<file path="src/rtl/mux8_pkg.sv">
// Shared constants and state encoding for the 8-way round-robin mux arbiter.
package mux8_pkg;

   localparam int unsigned N_REQ = 8;
   localparam int unsigned SEL_W = 3;
   localparam int unsigned CNT_W = 8;

   typedef enum logic {
      StIdle  = 1'b0,
      StGrant = 1'b1
   } arb_state_e;

endpackage

</file>
<file path="src/rtl/rr_pick8.sv">
// Combinational round-robin picker: first set request at or after ptr, modulo 8.
module rr_pick8
   import mux8_pkg::*;
(
   input  logic [N_REQ-1:0] req_i,
   input  logic [SEL_W-1:0] ptr_i,
   output logic [SEL_W-1:0] idx_o,
   output logic             any_o
);

   logic [2*N_REQ-1:0] req_dbl;
   logic [N_REQ-1:0]   req_rot;
   logic [SEL_W-1:0]   enc;

   // Rotating right by ptr puts the highest-priority requester at bit 0.
   assign req_dbl = {req_i, req_i};
   assign req_rot = req_dbl[{1'b0, ptr_i} +: N_REQ];
   assign any_o   = |req_i;

   // Priority-encode the lowest set bit of the rotated vector.
   always_comb begin
      enc = '0;
      for (int i = int'(N_REQ) - 1; i >= 0; i--) begin
         if (req_rot[i]) begin
            enc = SEL_W'(i);
         end
      end
   end

   // Undo the rotation; 3-bit addition wraps modulo 8.
   assign idx_o = enc + ptr_i;

endmodule

</file>
<file path="src/rtl/mux8_rr_arbiter.sv">
// Round-robin scheduler driving the select of a shared 8-to-1 mux, with a dwell timeout
// per grant and one settle cycle between grants. All outputs are registered.
module mux8_rr_arbiter
   import mux8_pkg::*;
#(
   parameter int unsigned HOLD_MAX = 4
) (
   input  logic             iCLK,
   input  logic             iRST,
   input  logic [N_REQ-1:0] iREQ,
   input  logic             iDONE,
   output logic [SEL_W-1:0] oSEL,
   output logic [N_REQ-1:0] oGNT,
   output logic             oVALID
);

   localparam logic [CNT_W-1:0] CntLast = CNT_W'(HOLD_MAX - 1);

   arb_state_e       state_q, state_d;
   logic [SEL_W-1:0] ptr_q, ptr_d;
   logic [CNT_W-1:0] cnt_q, cnt_d;
   logic [SEL_W-1:0] sel_q, sel_d;
   logic [N_REQ-1:0] gnt_q, gnt_d;
   logic             valid_q, valid_d;

   logic [SEL_W-1:0] pick_idx;
   logic             pick_any;
   logic             grant_end;

   rr_pick8 u_pick (
      .req_i (iREQ),
      .ptr_i (ptr_q),
      .idx_o (pick_idx),
      .any_o (pick_any)
   );

   // Release on done, withdrawal of the owner's request, or dwell timeout.
   assign grant_end = iDONE | ~iREQ[sel_q] | (cnt_q == CntLast);

   // Next-state logic: arbitrate in idle, count dwell and watch for release in grant.
   always_comb begin
      state_d = state_q;
      ptr_d   = ptr_q;
      cnt_d   = cnt_q;
      sel_d   = sel_q;
      gnt_d   = gnt_q;
      valid_d = valid_q;
      case (state_q)
         StIdle: begin
            if (pick_any) begin
               state_d = StGrant;
               sel_d   = pick_idx;
               gnt_d   = N_REQ'(1) << pick_idx;
               valid_d = 1'b1;
               cnt_d   = '0;
               ptr_d   = pick_idx + SEL_W'(1);
            end
         end
         StGrant: begin
            cnt_d = cnt_q + CNT_W'(1);
            if (grant_end) begin
               // oSEL deliberately keeps the last owner's index.
               state_d = StIdle;
               gnt_d   = '0;
               valid_d = 1'b0;
            end
         end
         default: begin
            state_d = StIdle;
            gnt_d   = '0;
            valid_d = 1'b0;
         end
      endcase
   end

   // State and output registers with asynchronous active-high reset.
   always_ff @(posedge iCLK or posedge iRST) begin
      if (iRST) begin
         state_q <= StIdle;
         ptr_q   <= '0;
         cnt_q   <= '0;
         sel_q   <= '0;
         gnt_q   <= '0;
         valid_q <= 1'b0;
      end else begin
         state_q <= state_d;
         ptr_q   <= ptr_d;
         cnt_q   <= cnt_d;
         sel_q   <= sel_d;
         gnt_q   <= gnt_d;
         valid_q <= valid_d;
      end
   end

   assign oSEL   = sel_q;
   assign oGNT   = gnt_q;
   assign oVALID = valid_q;

endmodule

</file>
<file path="config.mk">
export PLATFORM = sky130hd
export DESIGN_NAME = mux8_rr_arbiter
export DESIGN_NICKNAME = d
export VERILOG_FILES = /design/src/rtl/mux8_pkg.sv /design/src/rtl/rr_pick8.sv /design/src/rtl/mux8_rr_arbiter.sv
export SDC_FILE = /design/constraint.sdc
export NUM_CORES = 1
export LEC_CHECK = 0
export ABC_AREA = 1
export BUFFER_PORTS_ARGS = -buffer_cell sky130_fd_sc_hd__buf_2
export CORE_ASPECT_RATIO = 0.8
export CORE_MARGIN = 2
export CORE_UTILIZATION = 46
export CTS_CLUSTER_DIAMETER = 120
export DETAILED_ROUTE_END_ITERATION = 8
export GPL_TIMING_DRIVEN = 0
export PLACE_DENSITY = 0.73
export RECOVER_POWER = 100
export SETUP_SLACK_MARGIN = 0.15
export SLEW_MARGIN = 30
export SYNTH_ARGS = -nofsm -noshare
export SYNTH_HDL_FRONTEND = slang
export SYNTH_SLANG_ARGS = --single-unit
</file>
<file path="constraint.sdc">
create_clock -name iCLK -period 8.3 [get_ports iCLK]
set_input_delay 1.245 -clock iCLK [delete_from_list [all_inputs] [get_ports iCLK]]
set_output_delay 1.245 -clock iCLK [all_outputs]
set_load 0.01 [all_outputs]
</file>
After elaboration in Yosys (flattened, before gate mapping)
Cells that the tools add are included.
{ "totals": {"inputBits": 11, "ff_bits": 24, "output_inout_bits": 12, "word_cells": 43} }
{ "op_classes": {"shift": 2, "n_bitwise": 4, "n_eq_ne": 3, "n_addsub": 3, "n_lt_le_gt_ge": 1, "muxes": 21, "n_reduce_logical": 3} }
{ "ops": {"columns": ["cell", "n"], "rows": [
  ["8-bit case mux with 2 select lines", 2],
  ["3-bit 2-to-1 mux", 8],
  ["8-bit 2-to-1 mux", 3],
  ["16-bit by 4-bit indexed part select with 8-bit output", 1],
  ["8-bit by 1-bit adder with 8-bit output, second input constant", 1],
  ["8-bit by 2-bit equality test with 1-bit output, second input constant", 1],
  ["8-bit OR reduction", 1],
  ["1-bit by 3-bit left shift with 8-bit output, first input constant", 1],
  ["1-bit 2-to-1 mux", 5],
  ["3-bit by 4-bit < comparator with 1-bit output, second input constant", 1],
  ["1-bit case mux with 2 select lines", 2],
  ["2-bit AND reduction", 2],
  ["3-bit by 1-bit adder with 3-bit output, second input constant", 1],
  ["3-bit adder", 1],
  ["1-bit binary-select mux with 3-bit select", 1],
  ["2-bit by 1-bit != test with 1-bit output, second input constant", 1],
  ["2-bit != test, second input constant", 1],
  ["1-bit inverter", 2],
  ["1-bit bitwise OR", 2]
]} }

Depth between registers and ports, before layout
{ "logic_depth": {"depth_word": 13, "ltp_mapped": 24, "depth_no_buf": 23} }

Cells and area by module
Synthesis repeated with hierarchy kept, for this count alone.
{ "hier_totals": {"hier_cells": 242, "area_unflattened_um2": 1736.7} }
{ "modules_own_cells": {"columns": ["mod", "cells_per_inst", "n_inst", "seq_area_each_um2", "area_per_inst_um2"], "rows": [
  ["mux8_rr_arbiter", 144, 1, 600.6, 1204.9],
  ["rr_pick8", 98, 1, 0.0, 531.8]
]} }

Least setup slack after synthesis
Ideal clock, no wire load.
{ "synth_path": {"path_type": "in2reg", "startpoint": "in iREQ[0]", "endpoint": "reg ptr_q[2]", "t_required_ns": 8.172, "setup_ns": 0.128, "t_arrival_ns": 3.429, "cell_stages": 21, "setup_slack_ns": 4.744, "n_path_buf": 0, "path_cell_list": "nand2_1 > nand3_1 > nand3_1 > nand2_1 > inv_1 > nand2_1 > nand2_1 > nand2_1 > nand2_1 > a21boi_0 > ha_1 > inv_1 > fa_1 > xor2_1 > inv_1 > nand3_4 > nand2_4 > inv_1 > ha_1 > nand2_1 > o21ai_0"} }
{ "synth_between": {"elab_chain_cells": 11, "word_cells_on_any_way": 13, "cone_classes": "add/sub (2); shift (1); mux (8); reduce/logical (2)"} }
{ "synth_rtl": {"columns": ["element", "line", "rtl"], "rows": [
  ["start, declared", "mux8_rr_arbiter.sv:10", "input logic [N_REQ-1:0] iREQ,"],
  ["16-bit by 4-bit indexed part select with 8-bit output", "rr_pick8.sv:17", "assign req_rot = req_dbl[{1'b0, ptr_i} +: N_REQ];"],
  ["3-bit 2-to-1 mux (8 in series)", "rr_pick8.sv:24", "if (req_rot[i]) begin"],
  ["3-bit adder", "rr_pick8.sv:31", "assign idx_o = enc + ptr_i;"],
  ["3-bit by 1-bit adder with 3-bit output", "mux8_rr_arbiter.sv:56", "ptr_d = pick_idx + SEL_W'(1);"],
  ["end signal, assigned", "mux8_rr_arbiter.sv:87", "ptr_q <= ptr_d;"],
  ["end, declared", "mux8_rr_arbiter.sv:20", "logic [SEL_W-1:0] ptr_q, ptr_d;"]
]} }
Several ways; a longest one is shown, not always the timed one.
A chain may end at the register's enable or synchronous reset.

Worst setup path in the final report
{ "layout_path": {"startpoint": "in iREQ[6]", "endpoint": "reg ptr_q[2]"} }
The elaborated chain is that of the path after synthesis.

==> qor.csv <==
stage,metric,value,unit
cells_and_area,final_util,54.8,%
setup_path,path_cells,"clkbuf_1, nand2_1, nand3_1, nand3_1, nand2_1, inv_1, nand2_1, nand2_1, nand2_1, nand2_1, a21boi_0, ha_1, inv_1, fa_1, xor2_1, inv_1, nand3_1, nand2_1, inv_1, ha_1, nand2_1, o21ai_0",
logic_synthesis,yosys_warnings,0,
routing,routed_wl,3.70,mm
floorplan,dieArea,4310,um2
placed_design,dp_hpwl,2.94,mm
grt,grt_overflow,0,
grt,grt_pass1_wl,6.68,mm
cells_and_area,fin_nets,281,
worst_hold_path,hold_class,reg2reg,
setup_path,crit_top_cell,nand2_1,
job,max_cap_viol_count,0,
cells_and_area,syn_to_final_growth,11.1,%
cts,cts_tree,yes,
cells_and_area,diodes,0,
sta,finalCriticalPeriod,3920,ps
logic_synthesis,ys_async_sr_fraction,100,%
sta,max_slew_margin,40.3,%
logic_synthesis,synth.avg_cell_area,7.43,um2
setup_path,cp.required,8450,ps
setup_path,end_kind,flop,
pwr,p_leak,0.982,nW
sta,setup_viol,0,
placed_design,place_ws,4240,ps
grt,track_usage,19.6,%
grt,grt_max_degree,25,
logic_synthesis,synth_area_leaders,"dfrtp_1, nand2_1, nand3_1, nand2_2, ha_1",
routing,post_drt_wl_per_cell,12.2,um
sta,finalSetupTns,0,ps
logic_synthesis,synth.yosys.seq_area_share,34.4,%
cells_and_area,final_cells,303,
pwr,vdd_drop_max,0.204,mV
setup_path,crit_arrival,4070,ps
grt,grt_antenna_before_repair,0,
logic_synthesis,synthDistinctLibCells,32,
status,status,"finished, final reports clean",
placed_design,gp_congestion,0.842,
placed_design,dp.cells,299,
cells_and_area,design_area,1940,um2
pwr,p_comb_share,66.9,%
setup_path,worst_path_max_delay_cell,fa_1,
cells_and_area,layout-drive-gt1-share,17.6,%
pwr,total_power,0.860,mW
floorplan,rows,19,
routing,drc,0,
pwr,switching_power,0.436,mW
floorplan,start_util,49.3,%
setup_path,reg2reg_slack,4940,ps
routing,dr_total_vias,1564,
setup_path,rr_worst_depth,23,
pwr,p_int,0.424,mW
cts,clk_pin_slew,90,ps
logic_synthesis,synthCells,235,
cts,h-tree-depth,1,
pwr,p_per_area,443,nW/um2
placed_design,port-buffer-count,22,
routing,drtAntennaViolNets,0,
setup_path,max_stage_delay,380,ps
cts,clock_sinks,24,
logic_synthesis,synth_edf_count,0,
routing,drtIter0Drc,90,
logic_synthesis,synth.net_count,254,
logic_synthesis,yosysTopAreaCell,dfrtp_1,
cts,cts_buffers,3,
sta,max_freq,0.255,GHz
cts,cts_hold_buf,0,
floorplan,core-area,3540,um2
setup_path,crit_type,in2reg,
cts,cts_resized,0,
logic_synthesis,ys.flop_type,dfrtp_1,
sta,finClkSkew,10.3,ps
logic_synthesis,ys_ff_latch,24,
cts,clock_latency,270,ps
sta,grt_setup_unrepaired,false,
setup_path,startpoint_type,primary input,
sta,hold_violations,0,
pwr,seqPwrFrac,21.2,%
floorplan,die_x,72.9,um
grt,grt_pass1_vias,1505,
sta,worst_slack,4380,ps
cts,cts_setup_buffers,0,
sta,worstMarginPinSlew,895,ps
routing,firstDrtPassIters,5,
logic_synthesis,synth_top_cell_area_share,34.4,%
cts,ctsLongestPathBuffers,2,
worst_hold_path,holdPathStages,2,
pwr,pwr-share-clk,11.9,%
sta,holdWs,479,ps
routing,via_per_inst,5.16,
pwr,swShare,50.7,%
sta,finalMaxSlewViolations,0,
logic_synthesis,synthesis.area,1750,um2
cts,root_buffer,clkbuf_8,
setup_path,worstPathMaxFanout,5,
floorplan,die_h,59.1,um
sta,fin_crit_sh,47.2,%
floorplan,io_pins,23,
placed_design,placed_cell_area,1910,um2
-- per-layer routing --
layer	GRT usage, %	up-vias	wire, um
met5	0	-	0
met4	3.17	0	16
met3	3.06	2	154
met2	30.6	35	1510
met1	29.2	714	2020
li1	-	813	-
-- flip-flops by register name, indices dropped and copies added, names as in the netlist --
register and cells:
oVALID 1, cnt_q 8, oGNT 8, ptr_q 3, oSEL 3, state_q 1
-- worst max-delay path: cells and delay by family --
kind                       cells  cell delay (ps)
AOI/OAI and AO/OA              2              280
xor gates and xnor gates       1              270
adders and majority gates      3              800
buffers and inverters          5              430
and+or+nand+nor               11             1040
-- synthesized netlist by cell type, types with 3 or more instances --
cell type	count
nor2_1	18
inv_1	20
nand2_1	68
ha_1	7
dfrtp_1	24
o21ai_0	11
a21oi_1	3
nand3_1	29
nand3_2	7
nand2_2	15
nand2_4	4
-- cell usage in the layout (no fill, tap or decap), drive strengths merged --
cell,synthesis,layout
o21ai,11,11
nor2,21,21
o211ai,1,1
nand4,2,2
o21bai,2,2
xor2,2,2
bufinv,0,1
inv,23,23
o22ai,2,2
nand2,87,87
fa,1,1
a21boi,1,1
buf,4,12
clkbuf,0,17
dfrtp,24,24
nor3b,2,2
o32ai,1,1
nor4,1,1
nand3,37,37
o221ai,1,1
nor3,2,2
a21oi,3,3
ha,7,7
-- path summary, 6_finish.rpt --
path                                from        to
worst min register to register    oVALID    oVALID
worst max register to register  ptr_q[0]  ptr_q[2]
worst min-delay path              oVALID    oVALID
min in group asynchronous           iRST   oGNT[5]
max in group asynchronous           iRST  cnt_q[2]
worst max-delay path             iREQ[6]  ptr_q[2]
-- kinds of logic after synthesis --
kind of cell | share of synthesized area, %
AND/OR/NAND/NOR | 43.6
buffers and inverters | 7.38
flip-flops | 34.4
XOR/XNOR | 1.00
AO/OA/AOI/OAI | 7.45
adder cells (fa/ha/maj) | 6.16
-- power by group through the flow --
stage | registers, mW | logic, mW | clock network [mW]
floorplan | 0.185 | 0.464 | 0
finish | 0.182 | 0.576 | 0.102
global placement | 0.183 | 0.577 | 0
detailed placement | 0.184 | 0.588 | 0
global route | 0.188 | 0.664 | 0.108
CTS | 0.182 | 0.600 | 0.105
-- area by class of cell --
cell class	count	area [um2]
sequential	24	601
clock buffer	3	41.3
fill	358	1600
buffer	4	33.8
inverter	23	93.8
timing repair buffer	22	93.8
multi-input combinational	184	995
tap	42	52.6
clock inverter	1	30.0
No activity file was read; power rests on OpenSTA's default activity.
